### config.mk
export PLATFORM = sky130hd
export DESIGN_NAME = game_clock_core
export DESIGN_NICKNAME = d
export VERILOG_FILES = /design/src/rtl/game_clock_core.sv
export SDC_FILE = /design/constraint.sdc
export NUM_CORES = 1
export LEC_CHECK = 0
export ABC_AREA = 1
export CAP_MARGIN = 20
export CORE_MARGIN = 10
export CORE_UTILIZATION = 50
export CTS_BUF_LIST = sky130_fd_sc_hd__clkbuf_4 sky130_fd_sc_hd__clkbuf_8
export DETAILED_ROUTE_END_ITERATION = 16
export GPL_TIMING_DRIVEN = 1
export PLACE_DENSITY = 0.71
export SLEW_MARGIN = 20
export SYNTH_ARGS = -nofsm -noshare
export SYNTH_HDL_FRONTEND = slang
export SYNTH_SLANG_ARGS = --single-unit
### constraint.sdc
create_clock -name CLK -period 6.2 [get_ports CLK]
set_input_delay 0.62 -clock CLK [delete_from_list [all_inputs] [get_ports CLK]]
set_output_delay 0.62 -clock CLK [all_outputs]
set_load 0.05 [all_outputs]
### src/rtl/game_clock_core.sv
// game_clock_core: multi-player BCD game clock (chess-clock style).
// One BCD mm:ss counter per player; the active player's counter counts down
// once per PRESCALE enabled cycles while running. A counter reaching 00:00
// flags that player's timeout and freezes the game until the next LOAD.
// Optional feature macro: FISCHER_INC_EN adds INC_SEC seconds to the player
// who passes the turn, saturating at 99:59.
module game_clock_core #(
    parameter int N_PLAYERS = 2,
    parameter int PRESCALE  = 100000000,
    parameter int INC_SEC   = 5,
    localparam int AW = ($clog2(N_PLAYERS) < 1) ? 1 : $clog2(N_PLAYERS),
    localparam int PW = $clog2(PRESCALE)
) (
    input  logic                 CLK,
    input  logic                 CLR,
    input  logic                 CE,
    input  logic                 START,
    input  logic                 STOP,
    input  logic                 PASS,
    input  logic                 LOAD,
    input  logic [7:0]           PRESET_MIN,
    input  logic [7:0]           PRESET_SEC,
    input  logic [AW-1:0]        DISP_SEL,
    output logic [7:0]           disp_min,
    output logic [7:0]           disp_sec,
    output logic [AW-1:0]        active,
    output logic [N_PLAYERS-1:0] timeout,
    output logic [1:0]           state,
    output logic                 END
);

    // Parameter sanity: reject illegal configurations at elaboration.
    generate
        if (N_PLAYERS < 2 || N_PLAYERS > 8) begin : g_bad_players
            $error("game_clock_core: N_PLAYERS must be 2..8");
        end
        if (PRESCALE < 2) begin : g_bad_prescale
            $error("game_clock_core: PRESCALE must be >= 2");
        end
        if (INC_SEC < 0 || INC_SEC > 59) begin : g_bad_inc
            $error("game_clock_core: INC_SEC must be 0..59");
        end
    endgenerate

    typedef enum logic [1:0] {
        S_IDLE  = 2'b00,
        S_RUN   = 2'b01,
        S_PAUSE = 2'b10,
        S_END   = 2'b11
    } state_t;

    state_t                 state_q, state_d;
    logic [AW-1:0]          active_q, active_d;
    logic [N_PLAYERS-1:0]   timeout_q, timeout_d;
    logic [PW-1:0]          presc_q, presc_d;
    logic [7:0]             min_q [N_PLAYERS];
    logic [7:0]             sec_q [N_PLAYERS];
    logic [7:0]             min_d [N_PLAYERS];
    logic [7:0]             sec_d [N_PLAYERS];

    logic [7:0]             cur_min, cur_sec;
    logic [15:0]            dec_val;
    logic                   tick, stop_act, start_act, pass_act;

    // One-second BCD decrement with borrow; never called with 00:00.
    function automatic logic [15:0] bcd_dec(input logic [7:0] m, input logic [7:0] s);
        logic [7:0] mo, so;
        mo = m;
        so = s;
        if (s == 8'h00) begin
            so = 8'h59;
            if (m[3:0] == 4'd0) mo = {m[7:4] - 4'd1, 4'd9};
            else                mo = {m[7:4], m[3:0] - 4'd1};
        end else if (s[3:0] == 4'd0) begin
            so = {s[7:4] - 4'd1, 4'd9};
        end else begin
            so = {s[7:4], s[3:0] - 4'd1};
        end
        return {mo, so};
    endfunction

`ifdef FISCHER_INC_EN
    localparam logic [4:0] INC_T = 5'(INC_SEC / 10);
    localparam logic [4:0] INC_O = 5'(INC_SEC % 10);

    // BCD add of INC_SEC seconds with carry into minutes, saturating at 99:59.
    function automatic logic [15:0] bcd_inc(input logic [7:0] m, input logic [7:0] s);
        logic [4:0] ones, tens;
        logic [7:0] mo;
        logic       c1, c2;
        ones = {1'b0, s[3:0]} + INC_O;
        c1   = (ones >= 5'd10);
        if (c1) ones = ones - 5'd10;
        tens = {1'b0, s[7:4]} + INC_T + {4'd0, c1};
        c2   = (tens >= 5'd6);
        if (c2) tens = tens - 5'd6;
        mo = m;
        if (c2) begin
            if (m == 8'h99)          return 16'h9959;
            else if (m[3:0] == 4'd9) mo = {m[7:4] + 4'd1, 4'd0};
            else                     mo = {m[7:4], m[3:0] + 4'd1};
        end
        return {mo, tens[3:0], ones[3:0]};
    endfunction
`endif

    assign cur_min   = min_q[active_q];
    assign cur_sec   = sec_q[active_q];
    assign dec_val   = bcd_dec(cur_min, cur_sec);
    assign tick      = (state_q == S_RUN) && (presc_q == PW'(PRESCALE - 1));
    assign stop_act  = STOP && (state_q == S_RUN);
    assign start_act = START && (state_q == S_IDLE || state_q == S_PAUSE);
    assign pass_act  = PASS && (state_q == S_RUN);

    // Next-state: one prioritised action per enabled cycle.
    always_comb begin
        state_d   = state_q;
        active_d  = active_q;
        timeout_d = timeout_q;
        presc_d   = presc_q;
        for (int i = 0; i < N_PLAYERS; i++) begin
            min_d[i] = min_q[i];
            sec_d[i] = sec_q[i];
        end
        if (CE) begin
            if (LOAD) begin
                state_d   = S_IDLE;
                active_d  = '0;
                timeout_d = '0;
                presc_d   = '0;
                for (int i = 0; i < N_PLAYERS; i++) begin
                    min_d[i] = PRESET_MIN;
                    sec_d[i] = PRESET_SEC;
                end
            end else if (stop_act) begin
                state_d = S_PAUSE;
            end else if (start_act) begin
                state_d = S_RUN;
            end else if (pass_act) begin
                active_d = (active_q == AW'(N_PLAYERS - 1)) ? '0 : active_q + 1'b1;
                presc_d  = '0;
`ifdef FISCHER_INC_EN
                {min_d[active_q], sec_d[active_q]} = bcd_inc(cur_min, cur_sec);
`endif
            end else if (state_q == S_RUN) begin
                if (tick) begin
                    presc_d = '0;
                    if (cur_min == 8'h00 && cur_sec == 8'h00) begin
                        // Unloaded (reset) counters expire instead of wrapping.
                        timeout_d[active_q] = 1'b1;
                        state_d             = S_END;
                    end else begin
                        {min_d[active_q], sec_d[active_q]} = dec_val;
                        if (dec_val == 16'h0000) begin
                            timeout_d[active_q] = 1'b1;
                            state_d             = S_END;
                        end
                    end
                end else begin
                    presc_d = presc_q + 1'b1;
                end
            end else if (state_q == S_IDLE || state_q == S_END) begin
                presc_d = '0;
            end
        end
    end

    // Control state register with asynchronous clear.
    always_ff @(posedge CLK or posedge CLR) begin
        if (CLR) begin
            state_q   <= S_IDLE;
            active_q  <= '0;
            timeout_q <= '0;
            presc_q   <= '0;
        end else begin
            state_q   <= state_d;
            active_q  <= active_d;
            timeout_q <= timeout_d;
            presc_q   <= presc_d;
        end
    end

    // Per-channel time registers.
    generate
        for (genvar gi = 0; gi < N_PLAYERS; gi++) begin : g_chan
            // Channel gi mm:ss storage, cleared to 00:00 on reset.
            always_ff @(posedge CLK or posedge CLR) begin
                if (CLR) begin
                    min_q[gi] <= 8'h00;
                    sec_q[gi] <= 8'h00;
                end else begin
                    min_q[gi] <= min_d[gi];
                    sec_q[gi] <= sec_d[gi];
                end
            end
        end
    endgenerate

    // Display mux; out-of-range selections show 00:00.
    always_comb begin
        disp_min = 8'h00;
        disp_sec = 8'h00;
        if (int'(DISP_SEL) < N_PLAYERS) begin
            disp_min = min_q[DISP_SEL];
            disp_sec = sec_q[DISP_SEL];
        end
    end

    assign active  = active_q;
    assign timeout = timeout_q;
    assign state   = state_q;
    assign END     = (state_q == S_END);

endmodule

==> results of run 1 <==
power groups by stage:
stage                     Clock [mW]  Combinational [mW]  Sequential, mW
final                          0.367                1.54           0.617
after global routing           0.396                1.72           0.632
after CTS                      0.379                1.54           0.616
after detailed placement           0                1.53           0.624
after global placement             0                1.49           0.619
after floorplan                    0                1.19           0.640
flip-flops by register name, indices dropped and copies added, names as in the netlist:
register / count
sec_q: 16
state: 2
min_q: 16
presc_q: 27
active: 1
timeout: 2
worst max-delay path: stages (launching register included):
cell     delay (ns)
dfrtp_1        0.89
buf_4          0.34
inv_2          0.19
nand2_1        0.15
nand2_2        0.07
ha_1           0.25
nand3_1        0.14
nor2_2         0.09
nand2_2        0.09
nor2_1         0.04
nand2_1        0.07
nand2_2        0.12
nor2_4         0.61
nand2_1        0.12
o21ai_1        0.11
logic make-up after synthesis:
logic type / synth area share [%]
AO/OA/AOI/OAI: 14.7
XOR/XNOR: 0.765
adder cells (fa/ha/maj): 1.37
buffers and inverters: 12.3
flip-flops: 35.0
AND/OR/NAND/NOR: 35.9
path summary, 6_finish.rpt:
path | start | endpoint | slack (ns) | depth (start not counted)
max in group asynchronous | CLR | timeout[1] | 4.82 | 3
setup reg to reg | active | sec_q[10] | 2.83 | 14
setup / recovery | active | sec_q[10] | 2.83 | 14
hold / removal | timeout[1] | timeout[1] | 0.47 | 2
min in group asynchronous | CLR | sec_q[10] | 0.84 | 3
hold reg to reg | timeout[1] | timeout[1] | 0.47 | 2
area by class of cell:
cell class / count / area, µm²
Tap cell: 108 / 135
Clock inverter: 5 / 56.3
Inverter: 106 / 398
Timing Repair Buffer: 47 / 460
Fill cell: 836 / 3590
Sequential cell: 64 / 1600
Clock buffer: 11 / 145
Multi-Input combinational cell: 485 / 2420
stage by stage:
step,power [mW],std cells,instance area [µm²]
2_1_floorplan,1.83,677,4580
3_3_place_gp,2.11,810,5020
3_5_place_dp,2.15,810,5020
4_1_cts,2.53,826,5220
5_1_grt,2.74,826,5220
6_report,2.52,826,5220
per-layer routing:
layer	vias to the layer above	track usage, %
met4	0	4.34
met2	126	32.1
met5	-	0
li1	2243	-
met1	1979	21.5
met3	10	5.53
synth_stat cells (all sizes together):
library cell / n / area share (%)
and2: 2 / 0.33
nand4: 10 / 1.4
o21a: 2 / 0.33
inv: 106 / 8.7
nor2: 59 / 6.4
buf: 14 / 2.9
o31ai: 1 / 0.16
o22ai: 27 / 3.7
nor3: 18 / 2.2
nand2: 220 / 20
a21oi: 15 / 1.6
clkbuf: 8 / 0.66
xor2: 4 / 0.76
a31oi: 2 / 0.27
ha: 5 / 1.4
o21ai: 73 / 8.5
nor4: 3 / 0.41
nor3b: 2 / 0.33
nand3b: 1 / 0.16
nand3: 40 / 5.0
dfrtp: 64 / 35
a211oi: 1 / 0.16
layout by cell type (no fill, tap or decap), types with 3 or more instances in the layout:
cell	netlist	layout
o21ai_2	6	6
nor2_4	6	6
inv_1	100	99
dfrtp_1	64	64
o22ai_1	27	27
inv_2	6	7
nor2_2	4	4
a21oi_1	15	15
nand2_1	196	196
nand3_2	3	3
o21ai_1	31	31
nand2_4	4	4
nor4_1	3	3
nand2_2	20	20
nor3_1	17	17
o21ai_0	36	36
clkdlybuf4s50_1	0	44
ha_1	5	5
clkbuf_8	0	10
nand3_1	36	36
nand4_1	10	10
nor2_1	48	48
xor2_1	4	4
==> flow_summary.ini, run 1 <==
[run_status]
status = complete, no violations

[sta]
fin_hold_ws_ns = 0.475
skew_ns = 0.0103
finalSetupViolations = 0
slew-limit-headroom_pct = 34.9
worst_slack_ns = 2.83
final_max_slew_viol_count = 0
fin_tns_setup_ns = 0
rsz0062_at_grt = false
max_freq_mhz = 297
final_hold_viol_count = 0
fin_crit_ns = 3.37
worst_pin_slew_ns = 0.975
min_period_over_period_pct = 54.4

[pwr]
p_clk_share_pct = 14.5
switchingPower_mw = 1.31
p_seq_share_pct = 24.4
vdd_ir_drop_max_uv = 173
power.density_mw_per_mm2 = 484
p_int_mw = 1.22
leakagePower_nw = 2.49
pwr-share-comb_pct = 61.0
sw_frac_of_total_pct = 51.8

[route]
first_pass_iters = 5
wl_met3_um = 888
wl_per_cell_um = 14.0
drc = 0
wl_met2_mm = 5.65
wl_met1_mm = 4.92
vias_per_cell = 5.28
wl_mm = 11.6
top_layer = met4
drt_iter0_markers = 243
ant_nets = 0
num_vias = 4358

[clocking]
cts_hold_buf = 0
cts.clk_slew.worst_paths_ns = 0.07
post_cts_buffers = 0
cts_sinks = 64
clock_path_buffers = 2
cts_made_buffers = 9
root_buffer = clkbuf_8
htreeDepth = 3
cts_tree = done
clock_latency_ns = 0.34
ctsResizeCount = 0

[cells_and_area]
antenna_cells = 0
drive_above_1_share_pct = 10.2
final_nets = 742
syn_to_final_growth_pct = 13.8
finish.utilization_pct = 59.2

[grt]
grt_pass1_vias = 4336
grt_pass1_wl_mm = 20.3
grt.overflow.total = 0
grt_max_degree = 65
grt_use_total_pct = 18.3
antenna_found_initial = 0

[synthesis]
yosysWarnings = 0
avgSynthCellArea_um2 = 6.77
synth-seq-cells = 64
synth.cell_area_mm2 = 0.00458
synthCells = 677
synth-seq-area-share_pct = 35.0
synth_cell_types = 38
syn-num-nets = 706

[critical_path]
worst_setup_path_start_kind = flop
arrival_ns = 3.64
cp.required_ns = 6.46
crit_path_end_kind = flop
path_class = flop to flop
path_max_fanout = 32

[worst_hold_path]
hold_path.class = flop to flop

[floorplan]
die-height_um = 116
die_w_um = 116
io_pins = 46
start_util_pct = 52.0
core_region_area_mm2 = 0.00881
die_area_mm2 = 0.0134
row_count = 34

[placed_design]
post-place-ws_ns = 2.57
place_congestion = 0.914
portBuffers = 45
hpwl_mm = 8.39

[flow_run]
cap_violations = 0
No activity file was read; power rests on OpenSTA's default activity.
==> run 2: changes to the inputs <==
Settings changed: PLACE_DENSITY 0.71 to 0.74.
Clock period 6.2 ns to 3 ns, I/O delays scaled along.
==> run 2 against run 1 <==
Compared with the run above:
- wire length is 0.12% higher
- total power up 110%
- register-to-register slack got worse by 2.5 ns
- critical path type unchanged
==> flow_summary.ini, run 2 (synthesis results as in run 1) <==
[run_status]
status = complete, no violations

[cells_and_area]
fin_cells = 830
drive_above_1_share_pct = 12.7
fin_area_mm2 = 0.00524
final_nets = 747
regArea_mm2 = 0.00160
syn_to_final_growth_pct = 14.4
antenna_cells = 0
largest_register_ffs = 27
final_common_cell = nand2_1
top_register = presc_q
fill_cells = 827
largestRegisters = presc_q x27, min_q x16, sec_q x16
final_cell_mix = nand2_1 (196), inv_1 (99), dfrtp_1 (64), nor2_1 (48)
multi_input_area_mm2 = 0.00242

[placed_design]
post-place-cells = 815
portBuffers = 45
hpwl_mm = 8.48
place_congestion = 0.915
place_area_mm2 = 0.00502

[clocking]
root_buffer = clkbuf_8
cts.clk_slew.worst_paths_ns = 0.08
clock_latency_ns = 0.34
htreeDepth = 3
cts_tree = done
ctsResizeCount = 0
clock_path_buffers = 2
cts_sinks = 64
post_cts_buffers = 0
cts_made_buffers = 9
cts_hold_buf = 0

[floorplan]
core_region_area_mm2 = 0.00881
die_area_mm2 = 0.0134
die-height_um = 116
row_count = 34
die_w_um = 116
io_pins = 46
start_util_pct = 52.0

[grt]
antenna_found_initial = 0
grt_pass1_wl_mm = 20.0
grt.overflow.total = 0
grt_pass1_vias = 4258
grt_max_degree = 33
grt_use_total_pct = 18.1

[route]
ant_nets = 0
wl_per_cell_um = 14.0
wl_mm = 11.6
drt_iter0_markers = 267
num_vias = 4434
vias_per_cell = 5.34
drc = 0
first_pass_iters = 5

[pwr]
p_total_mw = 5.30
leakagePower_nw = 2.55
vdd_ir_drop_max_uv = 324
power.density_mw_per_mm2 = 1010

[flow_run]
cap_violations = 0

[critical_path]
crit_path_end_kind = flop
cp.required_ns = 3.23
cp_cell_sequence = inv_2 -> nand2_1 -> nand2_1 -> ha_1 -> nand3_2 -> nor2_4 -> nand3_2 -> nand2_1 -> and2_1 -> nand2_1 -> nor2_1 -> nand3_1 -> nand2_1 -> nand4_1 -> nand2_1 -> nand2_1
arrival_ns = 2.93
max_stage_delay_ns = 0.40
path_class = flop to flop
path_max_fanout = 18
crit_top_cell = nand2_1
worst_setup_path_start_kind = flop
crit_path_top_delay_cell = dfrtp_1

[sta]
rsz0062_at_grt = false
worst_pin_slew_ns = 0.725
slew-limit-headroom_pct = 51.6
fin_crit_ns = 2.70
min_period_over_period_pct = 89.9
skew_ns = 0.0113
max_freq_mhz = 371
fin_tns_setup_ns = 0
final_max_slew_viol_count = 0
final_hold_viol_count = 0
fin_hold_ws_ns = 0.256
finalSetupViolations = 0

[worst_hold_path]
hold_path.class = primary input to asynchronous set/reset pin
## run 2: critical path: cells and delay by family (launching register included)
| family | cells | cell delay (ns) |
|---|---|---|
| adder cells (fa/ha/maj) | 1 | 0.22 |
| buffers and inverters | 1 | 0.28 |
| flip-flops | 1 | 0.40 |
| AND/OR/NAND/NOR | 14 | 1.69 |
## run 2: final cells by class
| class | count | share of cell area, % |
|---|---|---|
| clock buffer | 12 | 3.03 |
| clock inverter | 3 | 1.24 |
| inverter | 106 | 7.59 |
| multi-input combinational | 485 | 46.2 |
| sequential | 64 | 30.6 |
| tap | 108 | 2.58 |
| timing repair buffer | 52 | 8.83 |
## run 2: metal layers
metal	part of all wire (%)	vias up	track usage, %
li1	-	2257	-
met1	43	2043	22.2
met2	50	119	31.6
met3	5.6	15	3.31
met4	1.1	0	5.25
met5	0	-	0
## run 2: per-stage QoR
stage               util [%]  setup slack (ns)
finish                  59.5             0.304
global route            59.5            0.0403
CTS                     59.5             0.322
detailed placement      57.0             0.344
global placement        57.0             0.428
floorplan                  -             0.368
## run 2: power by group
part           switching, mW  internal, mW
Clock                  0.339         0.517
Combinational           2.22         0.993
Sequential             0.142          1.09
Total                   2.70          2.60
## run 2: final timing paths
path,slack (ns),from,depth (start not counted),to
worst min-delay path,0.26,CLR,2,sec_q[11]
worst max register to register,0.30,active,16,state[1]
worst min register to register,0.47,presc_q[12],1,presc_q[12]
worst max-delay path,0.30,active,16,state[1]
max in group asynchronous,2.05,CLR,3,presc_q[24]
min in group CLK,0.47,presc_q[12],1,presc_q[12]
